--- config.mk ---
export PLATFORM = sky130hd
export DESIGN_NAME = led_ctrl
export DESIGN_NICKNAME = d
export VERILOG_FILES = /design/src/rtl/led_ctrl.sv
export SDC_FILE = /design/constraint.sdc
export NUM_CORES = 1
export LEC_CHECK = 0
export CAP_MARGIN = 40
export CORE_ASPECT_RATIO = 0.7
export CORE_MARGIN = 4
export CORE_UTILIZATION = 51
export DETAILED_ROUTE_END_ITERATION = 10
export MAX_ROUTING_LAYER = met4
export PLACE_DENSITY = 0.77
export SKIP_LAST_GASP = 1
export SLEW_MARGIN = 10
export SYNTH_ARGS = -nofsm -noshare
export SYNTH_HDL_FRONTEND = slang
export SYNTH_SLANG_ARGS = --single-unit
--- constraint.sdc ---
create_clock -name clk -period 2.3 [get_ports clk]
set_input_delay 0.46 -clock clk [delete_from_list [all_inputs] [get_ports clk]]
set_output_delay 0.46 -clock clk [all_outputs]
set_load 0.02 [all_outputs]
--- src/rtl/led_ctrl.sv ---
// led_ctrl: drives the 8 board LEDs from register-map fields.
// Each LED picks static, blink, PWM dim or one-shot pulse; the pin value
// is mirrored back as led_sts and one-shot activity as pulse_busy.
`timescale 1ns/1ps
module led_ctrl #(
  parameter int unsigned TICK_DIV = 1000
) (
  input  logic        clk,
  input  logic        res_n,
  input  logic [7:0]  led_value,
  input  logic [15:0] led_mode,
  input  logic [7:0]  blink_half,
  input  logic [7:0]  pwm_duty,
  input  logic [7:0]  pulse_len,
  input  logic [7:0]  pulse_trig,
  output logic [7:0]  led,
  output logic [7:0]  led_sts,
  output logic [7:0]  pulse_busy
);

  localparam logic [15:0] TICK_MAX = 16'(TICK_DIV - 1);

  logic [15:0] tick_cnt_q, tick_cnt_d;
  logic        tick;
  logic [7:0]  blink_cnt_q, blink_cnt_d;
  logic        blink_ph_q, blink_ph_d;
  logic [7:0]  blink_lim;
  logic [7:0]  pwm_cnt_q, pwm_cnt_d;
  logic        pwm_on;
  logic [7:0]  pulse_cnt_q [8];
  logic [7:0]  pulse_cnt_d [8];
  logic [7:0]  pulse_act;
  logic [7:0]  led_q, led_d;
  logic [7:0]  busy_q, busy_d;

  // Time-base: one-cycle tick every TICK_DIV clocks
  always_comb begin
    tick       = (tick_cnt_q == TICK_MAX);
    tick_cnt_d = tick ? 16'd0 : tick_cnt_q + 16'd1;
  end

  // Shared blink engine; >= compare lets a shrunk half-period apply at the next tick
  always_comb begin
    blink_lim   = (blink_half == 8'd0) ? 8'd0 : blink_half - 8'd1;
    blink_cnt_d = blink_cnt_q;
    blink_ph_d  = blink_ph_q;
    if (tick) begin
      if (blink_cnt_q >= blink_lim) begin
        blink_cnt_d = 8'd0;
        blink_ph_d  = ~blink_ph_q;
      end else begin
        blink_cnt_d = blink_cnt_q + 8'd1;
      end
    end
  end

  // Free-running PWM counter; duty 0 never on, 255 on 255/256
  always_comb begin
    pwm_cnt_d = pwm_cnt_q + 8'd1;
    pwm_on    = (pwm_cnt_q < pwm_duty);
  end

  // Per-LED one-shot down counters; trigger load beats a coincident tick
  always_comb begin
    for (int i = 0; i < 8; i++) begin
      pulse_cnt_d[i] = pulse_cnt_q[i];
      if (led_mode[2*i +: 2] != 2'b11) begin
        pulse_cnt_d[i] = 8'd0;
      end else if (pulse_trig[i]) begin
        pulse_cnt_d[i] = pulse_len;
      end else if (tick && (pulse_cnt_q[i] != 8'd0)) begin
        pulse_cnt_d[i] = pulse_cnt_q[i] - 8'd1;
      end
      pulse_act[i] = (pulse_cnt_q[i] != 8'd0);
    end
  end

  // Per-LED source select, registered onto the pins
  always_comb begin
    led_d  = 8'd0;
    busy_d = pulse_act;
    for (int i = 0; i < 8; i++) begin
      case (led_mode[2*i +: 2])
        2'b00:   led_d[i] = led_value[i];
        2'b01:   led_d[i] = blink_ph_q;
        2'b10:   led_d[i] = pwm_on;
        default: led_d[i] = pulse_act[i];
      endcase
    end
  end

  // State registers
  always_ff @(posedge clk or negedge res_n) begin
    if (!res_n) begin
      tick_cnt_q  <= 16'd0;
      blink_cnt_q <= 8'd0;
      blink_ph_q  <= 1'b0;
      pwm_cnt_q   <= 8'd0;
      led_q       <= 8'd0;
      busy_q      <= 8'd0;
      for (int i = 0; i < 8; i++) pulse_cnt_q[i] <= 8'd0;
    end else begin
      tick_cnt_q  <= tick_cnt_d;
      blink_cnt_q <= blink_cnt_d;
      blink_ph_q  <= blink_ph_d;
      pwm_cnt_q   <= pwm_cnt_d;
      led_q       <= led_d;
      busy_q      <= busy_d;
      for (int i = 0; i < 8; i++) pulse_cnt_q[i] <= pulse_cnt_d[i];
    end
  end

  assign led        = led_q;
  assign led_sts    = led_q;
  assign pulse_busy = busy_q;

endmodule

==> out/results.txt <==
The longest individual stage delay on the worst path came out at 0.31 ns. The vertical die dimension came out at 103 um. The buffering stage count on the worst path with inverters included was 1; the register cell area after layout was 2830 sq um. The tools report the startpoint of the worst-slack reg-to-reg timing path as tick_cnt_q[12]$_DFF_PN0_. The first global-routing pass estimated 28.4 mm of wire.

Measured against its own limit, the worst slew margin works out to 61.0%. Summed over all nets, wire length on met3 after detailed routing comes to 1.12 mm. For this run, the top clock speed supported by timing is 423 MHz. The run finished, with violations left. In the synthesized netlist the async set-or-reset flop fraction comes to 100%. The cell count after synthesis came out at 695. The met1 wire length came out at 7.94 mm.

In the synthesized netlist the dominant register cell turns out to be sky130_fd_sc_hd__dfrtp_1. The initial utilization of the core area, before any placement, comes to 52.7%. The post-synthesis average cell area was 9.51 sq um; the number of design-rule violations left by the first detailed-router iteration was 564. The worst hold path depth was 1. Synthesis produced a netlist with a net count of 780.

At the pin with the least slew margin, the transition time is 0.585 ns. Clock skew on the completed layout was measured at 0.00792 ns. The tools report the end of the worst register-to-register path as pulse_cnt_q[59]$_DFFE_PN0P_. Final total negative setup slack: -0.145 ns. STA puts the critical path data arrival time at 2.69 ns. The startpoint type of the worst setup path was an input port.

Of the cells placed in the final design, the portion with a size suffix greater than 1 is 15.3%. The number of clock sinks was 113. Setup repair after global routing could not meet its margin everywhere. The run gives 0.905 as the final weighted congestion of routability-driven global placement. The count of endpoints failing hold in the final timing report is 0, and the cell depth of the worst setup path is 12. The number of unique standard cell types used by synthesis is 50, and the via count normalized by instance count is 5.97. Antenna diode count: 0.

The placement-stage cell area is 7820 sq um. The areal power density over the cells was 671 nW/um^2. The number of enable-type register cells in the synthesized netlist was 0; the maximum number of pins on one net before global-route repair was 47. In this run the standard cell core region covers 12500 sq um. The most used cell along the critical path was sky130_fd_sc_hd__nor2_4. At the later pin of the worst-skew pair, clock insertion delay measures 0.42 ns.

Sequential elements use 42.8% of the synthesized area. The checks that failed: setup timing. Placement row count: 34. The run gives -0.0647 ns as the minimum setup slack in the final design. With fillers left out, the area of the finished cells amounts to 8660 sq um. The die covers 14900 sq um.

The worst register-to-register path has a setup slack of 0.10 ns. The number of antenna violations at the first check in global routing is 1, and the layout overhead on the synthesized area is 31.1%. The run gives 3690 sq um as the multi-input combinational cell area. Measured along the x axis, the die boundary spans 144 um.

The highest metal layer with signal wires was met4. During placement, the flow inserted port buffers numbering 81. STA puts the critical path data required time at 2.63 ns. The cell area after technology mapping came out at 6610 sq um. For the total DRC errors in the routed layout, the log shows 0. The number of cells on the worst reg-to-reg path was 7. The worst IR drop on VDD is 584 uV, and the post-synthesis sequential element count is 113. The worst setup path is of the in -> reg kind. In this run the static leakage power is 0.00371 uW. Tracing the worst setup path back leads to its startpoint at blink_half[2].

Global routing used 25.2% of the available tracks across all layers. The clock input transition at the sequential cells of the worst setup and hold paths is 0.06 ns, and the count of placed standard cells including taps is 938. The detail route stage leaves a number of antenna-violating nets equal to 0. The cell class contributing the biggest share of worst-path delay is compound AO/OA/AOI/OAI gates. Traced cell by cell, the critical path runs through buf_2, nor2_4, nand3_4, nor2_4, xor2_1, nand2_2, ha_4, a211o_1, a21oi_2, o31ai_4, or2_4, o31ai_2.

The routed layout has 5850 vias. The total congestion overflow was 0. The net count of the finished layout is 890. The via count of the first global-routing pass was 5723; the minimum clock period was 2.36 ns. In this run the clock root is driven by a sky130_fd_sc_hd__clkbuf_16. The worst path uses 103% of the clock period.

The final HPWL from detailed placement was 11.8 mm; the fill cell total of the finished layout was 896. Buffers inserted during clock tree synthesis total 17. Per-cell routed wire length: 18.1 um. In this run the worst setup path terminates at blink_cnt_q[5]$_DFFE_PN0N_. After the flow finishes, the layout carries non-filler instances totaling 980.

During synthesis, Yosys emitted a total of 0 warnings. After detailed routing, the met2 layer carries 8.33 mm of wire. TritonCTS built the clock tree. The largest individual stage delay along the critical path comes from the cell sky130_fd_sc_hd__a211o_1. The run gives 4 as the number of H-tree levels. Summed over all layers, the routed wires come to 17.8 mm.

The max-cap violation count was 0. The path class of the tightest hold or removal check is reg -> reg. STA classifies the critical path endpoint as a register. The final number of max-transition violations is 0, and the I/O pin count is 82. The critical-path maximum fanout was 5; the length of the first detailed-routing pass in iterations was 5. The final setup violation count came out at 4. The buffer depth of the longest clock path was 2.
==> placed cells by master (no fill, tap or decap), types with 5 or more instances in the layout <==
master	netlist	routed
sky130_fd_sc_hd__and2_1	6	6
sky130_fd_sc_hd__clkdlybuf4s50_1	0	72
sky130_fd_sc_hd__nand2b_1	8	7
sky130_fd_sc_hd__xor2_1	26	26
sky130_fd_sc_hd__mux4_2	8	8
sky130_fd_sc_hd__nand4_1	19	19
sky130_fd_sc_hd__nand3_1	34	31
sky130_fd_sc_hd__xnor2_1	39	39
sky130_fd_sc_hd__ha_1	27	24
sky130_fd_sc_hd__and3_1	6	6
sky130_fd_sc_hd__clkbuf_2	0	5
sky130_fd_sc_hd__buf_12	0	5
sky130_fd_sc_hd__a21boi_0	16	16
sky130_fd_sc_hd__or3_1	9	6
sky130_fd_sc_hd__o21ai_0	13	11
sky130_fd_sc_hd__a211oi_1	6	6
sky130_fd_sc_hd__a31oi_1	15	14
sky130_fd_sc_hd__mux2i_1	5	5
sky130_fd_sc_hd__nor3_1	25	24
sky130_fd_sc_hd__nor2_1	39	37
sky130_fd_sc_hd__nor4_1	11	9
sky130_fd_sc_hd__nand4b_1	7	7
sky130_fd_sc_hd__buf_4	8	34
sky130_fd_sc_hd__clkbuf_16	0	17
sky130_fd_sc_hd__inv_1	40	38
sky130_fd_sc_hd__o21a_1	30	30
sky130_fd_sc_hd__a21oi_1	72	70
sky130_fd_sc_hd__nand2_1	44	42
sky130_fd_sc_hd__dfrtp_1	113	113
==> area by class of cell <==
class                           count  share of cell area, %
Multi-Input combinational cell    510                   42.6
Sequential cell                   113                   32.6
Timing Repair Buffer              123                   13.4
Clock buffer                       18                   5.07
Tap cell                          162                   2.34
Clock inverter                     14                   2.17
Inverter                           40                   1.73
==> timing repair <==
action | in CTS | in global routing
setup endpoints to repair | 10 | 17
resized for setup | 31 | 27
buffers inserted | 5 | 4
endpoints found under the hold margin | 25 | 0
pin swaps | 13 | 16
hold buffers | 1 | 0
==> synth_stat cells, types with 19 or more instances <==
| cell type | number | share of area [%] |
|---|---|---|
| sky130_fd_sc_hd__ha_1 | 27 | 5.1 |
| sky130_fd_sc_hd__a21oi_1 | 72 | 5.5 |
| sky130_fd_sc_hd__nand2_1 | 44 | 2.5 |
| sky130_fd_sc_hd__nand3_1 | 34 | 2.6 |
| sky130_fd_sc_hd__nand4_1 | 19 | 1.8 |
| sky130_fd_sc_hd__xnor2_1 | 39 | 5.2 |
| sky130_fd_sc_hd__o21a_1 | 30 | 3.4 |
| sky130_fd_sc_hd__nor3_1 | 25 | 1.9 |
| sky130_fd_sc_hd__dfrtp_1 | 113 | 43 |
| sky130_fd_sc_hd__xor2_1 | 26 | 3.4 |
| sky130_fd_sc_hd__nor2_1 | 39 | 2.2 |
| sky130_fd_sc_hd__inv_1 | 40 | 2.3 |
==> sequential cells by signal, summed over array words and instances (netlist names) <==
signal	count
blink_cnt_q	8
blink_ph_q	1
led	8
pulse_busy	8
pulse_cnt_q	64
pwm_cnt_q	8
tick_cnt_q	16
==> cell families after synthesis <==
kind of cell / after synthesis / synth area share, %
compound gates: 174 / 16.6
flops: 113 / 42.8
buf+inv: 72 / 4.68
mux: 13 / 3.48
fa+ha+maj: 27 / 5.11
xor+xnor: 65 / 8.61
simple gates: 231 / 18.8
==> metrics by stage <==
stage | util [%] | total power (uW) | worst slack (ns) | hold WS (ns)
detailed placement | 62.3 | 2990 | -0.832 | 0.413
global route | 69.0 | 6040 | -0.153 | 0.503
finish | 69.0 | 5810 | -0.0647 | 0.471
CTS | 68.5 | 5820 | -0.0176 | 0.479
global placement | 62.3 | 2960 | -0.657 | 0.406
floorplan | - | 2610 | -0.0672 | 0.164
==> power by group <==
part           total [uW]  switching, uW  internal (uW)
Clock                2800            968           1830
Combinational         879            479            400
Sequential           2130           59.4           2070
==> metal layers <==
metal / global-route usage [%] / vias to the layer above
met5: - / -
met4: 8.76 / 0
met3: 5.51 / 40
met2: 38.7 / 220
met1: 33.3 / 2864
li1: - / 2726
==> worst register-to-register path, stage by stage, from the launching register on <==
cell and delay, ns:
sky130_fd_sc_hd__dfrtp_1 0.38, sky130_fd_sc_hd__or4_4 0.59, sky130_fd_sc_hd__nor4_4 0.24, sky130_fd_sc_hd__buf_6 0.19, sky130_fd_sc_hd__buf_12 0.15, sky130_fd_sc_hd__nand3_1 0.14, sky130_fd_sc_hd__xor2_1 0.19, sky130_fd_sc_hd__a21boi_0 0.22
==> worst min-delay path by stage <==
stage | start | endpoint | slack [ns]
global placement | res_n | pulse_cnt_q[5]$_DFFE_PN0P_ | 0.41
global route | pwm_cnt_q[0]$_DFF_PN0_ | pwm_cnt_q[0]$_DFF_PN0_ | 0.50
detailed placement | res_n | pulse_busy[7]$_DFF_PN0_ | 0.41
floorplan | res_n | blink_cnt_q[0]$_DFFE_PN0N_ | 0.16
finish | pwm_cnt_q[0]$_DFF_PN0_ | pwm_cnt_q[0]$_DFF_PN0_ | 0.47
CTS | pwm_cnt_q[0]$_DFF_PN0_ | pwm_cnt_q[0]$_DFF_PN0_ | 0.48
Power figures use the tool's default switching activity.
